### config.mk
export PLATFORM = sky130hd
export DESIGN_NAME = seq_parser_mc
export DESIGN_NICKNAME = d
export VERILOG_FILES = /design/src/rtl/seq_parser_pkg.sv /design/src/rtl/seq_parser_out_fifo.sv /design/src/rtl/seq_parser_mc.sv
export SDC_FILE = /design/constraint.sdc
export NUM_CORES = 2
export LEC_CHECK = 0
export CORE_MARGIN = 2
export CORE_UTILIZATION = 30
export CTS_BUF_LIST = sky130_fd_sc_hd__clkbuf_16
export DETAILED_ROUTE_END_ITERATION = 12
export SLEW_MARGIN = 10
export SYNTH_ARGS = -nofsm -noshare
export SYNTH_HDL_FRONTEND = slang
export SYNTH_SLANG_ARGS = --single-unit
export TNS_END_PERCENT = 20
### constraint.sdc
create_clock -name clk -period 19.4 [get_ports clk]
set_input_delay 1.94 -clock clk [delete_from_list [all_inputs] [get_ports clk]]
set_output_delay 1.94 -clock clk [all_outputs]
set_load 0.01 [all_outputs]
### src/rtl/seq_parser_pkg.sv
// Shared definitions for the multi-stream sequence parser.
//   - parserState_t : framing FSM states
//   - HDR_BYTES     : fixed header size counted inside the length field
//   - outRec_t      : one output FIFO entry (payload plus metadata)
//   - gapSat        : saturates a 32-bit sequence gap to 16 bits
package seq_parser_pkg;

    typedef enum logic [1:0] {
        HDR0,
        HDR1,
        DATA,
        DRAIN
    } parserState_t;

    localparam int HDR_BYTES = 8;

    // The record's payload field is sized by this constant, so the top-level
    // MAX_PAYLOAD_BYTES parameter must be kept equal to it.
    localparam int PKG_MAX_PAYLOAD_BYTES = 37;

    typedef struct packed {
        logic [PKG_MAX_PAYLOAD_BYTES*8-1:0] payload;
        logic [15:0]                        bytes;
        logic [15:0]                        stream;
        logic                               lost;
        logic [15:0]                        gap;
        logic                               err;
    } outRec_t;

    function automatic logic [15:0] gapSat(input logic [31:0] diff);
        return (diff > 32'h0000_FFFF) ? 16'hFFFF : diff[15:0];
    endfunction

endpackage

### src/rtl/seq_parser_out_fifo.sv
// Synchronous FIFO of fixed-width records.
// Ports:
//   clk, reset_b      clock and synchronous active-low reset
//   push, pushData    write request and record (ignored when full unless popping)
//   pop               read request (ignored when empty)
//   count             number of stored entries
//   head              oldest entry, valid whenever count != 0
module seq_parser_out_fifo #(
    parameter int WIDTH = 8,
    parameter int DEPTH = 2
) (
    input  logic                         clk,
    input  logic                         reset_b,
    input  logic                         push,
    input  logic [WIDTH-1:0]             pushData,
    input  logic                         pop,
    output logic [$clog2(DEPTH+1)-1:0]   count,
    output logic [WIDTH-1:0]             head
);

    localparam int CNT_W = $clog2(DEPTH+1);
    localparam int PTR_W = (DEPTH > 1) ? $clog2(DEPTH) : 1;

    logic [WIDTH-1:0] mem [DEPTH];
    logic [PTR_W-1:0] wrPtr;
    logic [PTR_W-1:0] rdPtr;
    logic             doPush;
    logic             doPop;

    function automatic logic [PTR_W-1:0] nextPtr(input logic [PTR_W-1:0] p);
        return (p == PTR_W'(DEPTH-1)) ? '0 : p + 1'b1;
    endfunction

    // A push into a full FIFO is allowed only when a pop frees a slot in the same cycle.
    assign doPop  = pop && (count != '0);
    assign doPush = push && ((count != CNT_W'(DEPTH)) || doPop);
    assign head   = mem[rdPtr];

    // Record storage needs no reset; count decides what is valid.
    always_ff @(posedge clk) begin
        if (doPush) begin
            mem[wrPtr] <= pushData;
        end
    end

    // Pointers and occupancy; a simultaneous push and pop leaves count unchanged.
    always_ff @(posedge clk) begin
        if (!reset_b) begin
            wrPtr <= '0;
            rdPtr <= '0;
            count <= '0;
        end else begin
            if (doPush) wrPtr <= nextPtr(wrPtr);
            if (doPop)  rdPtr <= nextPtr(rdPtr);
            case ({doPush, doPop})
                2'b10:   count <= count + 1'b1;
                2'b01:   count <= count - 1'b1;
                default: count <= count;
            endcase
        end
    end

endmodule

### src/rtl/seq_parser_mc.sv
// Multi-stream packet parser with per-stream sequence-gap detection.
// Ingress words are little-endian framed (length/stream, sequence, payload);
// each packet yields one FIFO entry holding the payload and its sequence status.
// Ports:
//   clk, reset_b                       clock, synchronous active-low reset
//   dataIn/_val/_last/_ready           ingress word stream
//   dataOut, dataOut_bytes/_stream     payload (MSB-first), byte count, stream id
//   dataOut_val/_ready                 output handshake
//   packetLost, gapCount, formatError  sequence status and malformed-packet flag
module seq_parser_mc
    import seq_parser_pkg::*;
#(
    parameter int MAX_PAYLOAD_BYTES = PKG_MAX_PAYLOAD_BYTES,
    parameter int NUM_STREAMS       = 32,
    parameter int OUT_DEPTH         = 2
) (
    input  logic                           clk,
    input  logic                           reset_b,
    input  logic [31:0]                    dataIn,
    input  logic                           dataIn_val,
    input  logic                           dataIn_last,
    output logic                           dataIn_ready,
    output logic [MAX_PAYLOAD_BYTES*8-1:0] dataOut,
    output logic [15:0]                    dataOut_bytes,
    output logic [15:0]                    dataOut_stream,
    output logic                           dataOut_val,
    input  logic                           dataOut_ready,
    output logic                           packetLost,
    output logic [15:0]                    gapCount,
    output logic                           formatError
);

    localparam int W     = MAX_PAYLOAD_BYTES * 8;
    localparam int SW    = $clog2(NUM_STREAMS);
    localparam int CNT_W = $clog2(OUT_DEPTH+1);

    parserState_t                   state;
    logic [15:0]                    curStream;
    logic [15:0]                    payLen;
    logic [15:0]                    bytesLeft;
    logic [15:0]                    byteIdx;
    logic [31:0]                    seqReg;
    logic [W-1:0]                   payload;
    logic [W-1:0]                   mergedPayload;
    logic [NUM_STREAMS-1:0][31:0]   seqTable;
    logic [NUM_STREAMS-1:0]         seen;

    logic                           xfer;
    logic [15:0]                    hdrLength;
    logic [15:0]                    hdrStream;
    logic [31:0]                    wordSeq;
    logic                           hdrBad;
    logic [2:0]                     keepBytes;
    logic [SW-1:0]                  tblIdx;
    logic                           commit;
    logic                           commitErr;
    logic [31:0]                    commitSeq;
    logic [31:0]                    expectedSeq;
    logic                           seqMismatch;
    outRec_t                        pushRec;
    outRec_t                        headRec;
    logic [$bits(outRec_t)-1:0]     fifoHead;
    logic [CNT_W-1:0]               fifoCount;

    // Ready depends only on registered occupancy, never on dataOut_ready.
    assign dataIn_ready = reset_b && (fifoCount < CNT_W'(OUT_DEPTH));
    assign xfer         = dataIn_val && dataIn_ready;

    // Byte k of the word sits at dataIn[31-8k -: 8]; header fields are little-endian.
    assign hdrLength = {dataIn[23:16], dataIn[31:24]};
    assign hdrStream = {dataIn[7:0],   dataIn[15:8]};
    assign wordSeq   = {dataIn[7:0], dataIn[15:8], dataIn[23:16], dataIn[31:24]};
    assign hdrBad    = (hdrLength < 16'(HDR_BYTES)) ||
                       (hdrLength > 16'(HDR_BYTES + MAX_PAYLOAD_BYTES)) ||
                       (hdrStream >= 16'(NUM_STREAMS));
    assign keepBytes = (bytesLeft >= 16'd4) ? 3'd4 : bytesLeft[2:0];
    assign tblIdx    = curStream[SW-1:0];

    // Each payload byte slot takes the lane at offset (slot - byteIdx) of the
    // current word when that offset falls within the bytes still owed; a slot
    // below byteIdx wraps to a large offset and keeps its old value.
    for (genvar i = 0; i < MAX_PAYLOAD_BYTES; i++) begin : gByte
        logic [15:0] rel;
        logic [7:0]  laneByte;
        assign rel = 16'(i) - byteIdx;
        always_comb begin
            case (rel[1:0])
                2'd0:    laneByte = dataIn[31:24];
                2'd1:    laneByte = dataIn[23:16];
                2'd2:    laneByte = dataIn[15:8];
                default: laneByte = dataIn[7:0];
            endcase
        end
        assign mergedPayload[W-1-8*i -: 8] = (rel < {13'd0, keepBytes}) ? laneByte
                                                                         : payload[W-1-8*i -: 8];
    end

    // Decide whether this cycle closes a packet and whether it was malformed.
    // A header problem already diverted the FSM into DRAIN, so every close
    // from DRAIN is an error.
    always_comb begin
        commit    = 1'b0;
        commitErr = 1'b0;
        commitSeq = seqReg;
        if (xfer && dataIn_last) begin
            commit = 1'b1;
            case (state)
                HDR0:    commitErr = 1'b1;
                HDR1: begin
                    commitErr = (bytesLeft != 16'd0);
                    commitSeq = wordSeq;
                end
                DATA:    commitErr = (bytesLeft > 16'd4);
                default: commitErr = 1'b1;
            endcase
        end
    end

    // Build the entry pushed on commit; errors carry no payload or sequence status.
    always_comb begin
        expectedSeq    = seqTable[tblIdx] + 32'd1;
        seqMismatch    = seen[tblIdx] && (commitSeq != expectedSeq);
        pushRec        = '0;
        pushRec.err    = commitErr;
        pushRec.stream = (state == HDR0) ? hdrStream : curStream;
        if (!commitErr) begin
            pushRec.payload = (state == DATA) ? mergedPayload : payload;
            pushRec.bytes   = payLen;
            pushRec.lost    = seqMismatch;
            pushRec.gap     = seqMismatch ? gapSat(commitSeq - expectedSeq) : 16'd0;
        end
    end

    // Framing FSM: capture the header, accumulate payload words, and drain
    // malformed packets up to their last word. Reset discards any partial packet.
    always_ff @(posedge clk) begin
        if (!reset_b) begin
            state     <= HDR0;
            curStream <= '0;
            payLen    <= '0;
            bytesLeft <= '0;
            byteIdx   <= '0;
            seqReg    <= '0;
            payload   <= '0;
        end else if (xfer) begin
            case (state)
                HDR0: begin
                    curStream <= hdrStream;
                    payLen    <= hdrLength - 16'(HDR_BYTES);
                    bytesLeft <= hdrLength - 16'(HDR_BYTES);
                    byteIdx   <= '0;
                    payload   <= '0;
                    if (dataIn_last) state <= HDR0;
                    else if (hdrBad) state <= DRAIN;
                    else             state <= HDR1;
                end
                HDR1: begin
                    seqReg <= wordSeq;
                    if (dataIn_last)               state <= HDR0;
                    else if (bytesLeft == 16'd0)   state <= DRAIN;
                    else                           state <= DATA;
                end
                DATA: begin
                    if (dataIn_last) begin
                        state <= HDR0;
                    end else if (bytesLeft <= 16'd4) begin
                        state <= DRAIN;
                    end else begin
                        bytesLeft <= bytesLeft - 16'd4;
                        byteIdx   <= byteIdx + 16'd4;
                        payload   <= mergedPayload;
                    end
                end
                default: begin
                    if (dataIn_last) state <= HDR0;
                end
            endcase
        end
    end

    // Per-stream sequence history, written on the commit edge so the next
    // packet of the same stream, at least two cycles later, sees it.
    always_ff @(posedge clk) begin
        if (!reset_b) begin
            seen     <= '0;
            seqTable <= '0;
        end else if (commit && !commitErr) begin
            seen[tblIdx]     <= 1'b1;
            seqTable[tblIdx] <= commitSeq;
        end
    end

    seq_parser_out_fifo #(
        .WIDTH ($bits(outRec_t)),
        .DEPTH (OUT_DEPTH)
    ) uOutFifo (
        .clk      (clk),
        .reset_b  (reset_b),
        .push     (commit),
        .pushData (pushRec),
        .pop      (dataOut_val && dataOut_ready),
        .count    (fifoCount),
        .head     (fifoHead)
    );

    // Outputs are forced to zero whenever no entry is presented or reset is held.
    assign headRec        = fifoHead;
    assign dataOut_val    = reset_b && (fifoCount != '0);
    assign dataOut        = dataOut_val ? headRec.payload : '0;
    assign dataOut_bytes  = dataOut_val ? headRec.bytes   : '0;
    assign dataOut_stream = dataOut_val ? headRec.stream  : '0;
    assign packetLost     = dataOut_val && headRec.lost;
    assign gapCount       = dataOut_val ? headRec.gap     : '0;
    assign formatError    = dataOut_val && headRec.err;

endmodule

==> results.sh <==
export IMPL_synth_edf_count=692
export IMPL_critPathCaptureType="flop"
export IMPL_p_clk_share_pct=43.5
export IMPL_synth_ff_type="dfxtp_1"
export IMPL_grt_max_degree=197
export IMPL_p_int_mw=7.156
export IMPL_cts_hold_buffers=0
export IMPL_ys_seq_area_share_pct=52.05
export IMPL_fin_crit_ns=9.186
export IMPL_clockBufferDepth=4
export IMPL_syn_inst=9552
export IMPL_avgSynthCellArea_um2=10.03
export IMPL_drt_total_wl_um=338200
export IMPL_switchingPower_mw=2.310
export IMPL_slowest_stage="mux2i_4"
export IMPL_p_per_area_mw_per_mm2=86.08
export IMPL_drc=0
export IMPL_required_ns=19.90
export IMPL_fin_worst_skew_ns=0.09449
export IMPL_drv_cap=0
export IMPL_cts_tree="yes"
export IMPL_combPwrFrac_pct=7.1
export IMPL_synth_top_area_share_pct=30.36
export IMPL_ant_nets=0
export IMPL_synth_area_top_cells="dfxtp_1 (30%), edfxtp_1 (22%), mux2i_1 (10%), nor2_1 (8.3%), a211oi_1 (6.9%)"
export IMPL_synth_async_reset_ratio_pct=0
export IMPL_synth_area_mm2=0.09581
export IMPL_pwr_share_seq_pct=49.5
export IMPL_core_mm2=0.3178
export IMPL_first_global_vias=68190
export IMPL_gp_congestion=0.9185
export IMPL_syn2layout_area_growth_pct=14.78
export IMPL_first_pass_iters=6
export IMPL_grt_remaining_overflow=0
export IMPL_syn_num_nets=9652
export IMPL_num_rows=207
export IMPL_ys_ff_latch=2145
export IMPL_track_usage_pct=19.99
export IMPL_fmaxAchievable_ghz=0.1089
export IMPL_arrival_ns=9.68
export IMPL_numPortBuffers=384
export IMPL_synthDistinctLibCells=97
export IMPL_clock_latency_ns=0.92
export IMPL_vias=73710
export IMPL_clock_sinks=2145
export IMPL_crit_type="in2reg"
export IMPL_status="completed"
export IMPL_cp_buffers_inverters=6
export IMPL_maxSlewViolCount=0
export IMPL_fp_dieArea_mm2=0.3239
export IMPL_dp_hpwl_um=210400
export IMPL_grt_pass1_wl_um=486400
export IMPL_critPathMostFrequentCell="buf_4"
export IMPL_drive_above_1_share_pct=9.254
export IMPL_path_cells="clkdlybuf4s50_1, buf_4, nor2b_1, and2_1, buf_4, nand2_1, inv_1, nand2_4, buf_4, mux2i_4, inv_1, ha_1, and3_1, a31oi_1, o21a_1, o311ai_1, or4_1, nor4_1, nand4_1, nor4_4, a41oi_1"
export IMPL_dp_cells=13380
export IMPL_setup_viol=0
export IMPL_rsz0062_at_grt="false"
export IMPL_irDropWorstVdd_mv=0.06926
export IMPL_hold_violations=0
export IMPL_period_share_pct=47.35
export IMPL_worstMarginPinSlew_ns=1.280
export IMPL_worst_setup_path_start_kind="input port"
export IMPL_post_cts_buffers=0
export IMPL_max_stage_delay_ns=1.04
export IMPL_synth_most_common_cell="nor2_1"
export IMPL_start_util_pct=30.15
export IMPL_fp_dieW_um=569.1
export IMPL_cts_clk_slew_worst_paths_ns=0.06
export IMPL_tns_ns=0
export IMPL_first_iter_violations=8242
export IMPL_min_path_type="reg2reg"
export IMPL_synth_largest_area_cell="dfxtp_1"
export IMPL_finalNetCount=9512
export IMPL_p_leak_nw=34.67
export IMPL_fp_dieH_um=569.1
export IMPL_holdWs_ns=0.4518
export IMPL_wl_per_cell_um=24.56
export IMPL_relSlewSlack_pct=14.55
export IMPL_p_sw_share_pct=24.41
export IMPL_ys_top_cells_by_count="nor2_1 (2106), dfxtp_1 (1453), mux2i_1 (972)"
export IMPL_crit_family="simple AND/OR/NAND/NOR gates"
export IMPL_antenna_found_initial=11
export IMPL_cts_root_buf="clkbuf_16"
export IMPL_cts_htree_levels=4
export IMPL_finalNonFillerCells=13770
export IMPL_post_cts_resize_count=0
export IMPL_cts_buffers=215
export IMPL_path_max_fanout=42
export IMPL_ys_warn_count=0
export IMPL_io_pins=385
export IMPL_viasPerCell=5.353
-- cell type report --
type	count	area, um2
clock inverter	166	1227
timing repair buffer	593	5500
sequential	2145	49880
tap	4180	5230
antenna	5	12.51
fill	31820	207800
inverter	84	322.8
clock buffer	224	5605
multi-input combinational	6373	42190
-- final timing paths --
kind | startpoint | to | slack [ns] | cells past startpoint
hold / removal | payload[8] | payload[8] | 0.45 | 2
hold reg to reg | payload[8] | payload[8] | 0.45 | 2
setup reg to reg | curStream[1] | uOutFifo.mem[1][15] | 10.55 | 21
setup / recovery | reset_b | uOutFifo.mem[1][15] | 10.21 | 21
-- worst reg2reg max path: stages, from the launching register on --
cell	delay (ns)
dfxtp_4	0.88
buf_4	0.78
buf_4	0.92
mux2i_1	0.30
o22ai_1	0.20
nor4_1	0.11
nand2_1	0.22
nand4_1	0.33
nor3_2	0.42
nand3b_1	0.32
or3_1	0.46
xor2_1	0.17
ha_1	0.49
inv_1	0.12
a222oi_1	0.25
o31a_1	0.19
o311ai_1	0.10
or4_1	0.49
nor4_1	0.28
nand4_1	0.18
nor4_4	0.92
a41oi_1	0.32
-- sequential cells by signal, summed over array words and instances (netlist names), named ones only --
signal and cells:
seqTable 1024, uOutFifo.rdPtr 1, seqReg 32, uOutFifo.mem 692, bytesLeft 16, payload 296, byteIdx 14, state 2
uOutFifo.count 2, uOutFifo.wrPtr 1, seen 32, payLen 16, curStream 16
-- kinds of logic (layout without fill, tap and decap cells) --
group	Yosys count	count (layout)	share of synthesized area, %
multiplexers	1051	1051	11.84
XOR/XNOR	112	112	1.039
other	0	5	0
AO/OA/AOI/OAI	2072	2072	16.00
AND/OR/NAND/NOR	3075	3075	13.56
buffers and inverters	1034	1067	4.687
adder cells (fa/ha/maj)	63	63	0.8305
flip-flops	2145	2145	52.05
-- placed cells by master (no fill, tap or decap), drive strengths merged, types with 15 or more instances in the layout --
cell           synthesis  routed
mux2i                972     972
nand4                 36      36
o22ai                220     220
clkdlybuf4s50          0     384
clkinv                 5      81
nor2b                 34      34
ha                    62      62
a41oi                 19      19
and3                  37      37
or3                   21      21
bufinv                 0      18
a31oi                 17      17
nand2                408     408
mux4                  64      64
mux2                  15      15
xor2                  36      36
and2                  24      24
o211ai                18      18
a211oi              1044    1044
nand2b                25      25
xnor2                 76      76
inv                   79     145
nor4                  82      82
edfxtp               692     692
buf                  393     209
clkbuf               557     224
a22oi                274     274
nor3                  61      61
nand3                147     147
nor2                2129    2129
a32oi                 25      25
o21ai                107     107
or4                   17      17
dfxtp               1453    1453
a21oi                262     262
-- through the flow --
step	worst slack [ns]	cell area [um2]	util (%)	power (mW)
2_1_floorplan	1.120	95810	-	5.183
3_3_place_gp	9.445	103100	32.44	5.438
3_5_place_dp	9.418	103100	32.45	5.439
4_1_cts	10.30	110000	34.60	9.508
5_1_grt	9.756	110000	34.60	9.728
6_report	10.21	110000	34.60	9.467
-- metal layers --
| metal | part of all wire (%) | up-vias | global-route usage, % |
|---|---|---|---|
| met5 | 0 | - | 0 |
| met4 | 4.7 | 0 | 8.695 |
| met3 | 7.3 | 558 | 3.088 |
| met2 | 45 | 2824 | 31.05 |
| met1 | 43 | 36100 | 27.43 |
| li1 | - | 34220 | - |
-- power groups by stage --
stage,logic [mW],registers [mW],clock network (mW)
6_report,0.670,4.68,4.11
2_1_floorplan,0.399,4.78,0
3_3_place_gp,0.659,4.78,0
3_5_place_dp,0.658,4.78,0
4_1_cts,0.660,4.68,4.17
5_1_grt,0.697,4.68,4.35
No activity file was read; power rests on OpenSTA's default activity.
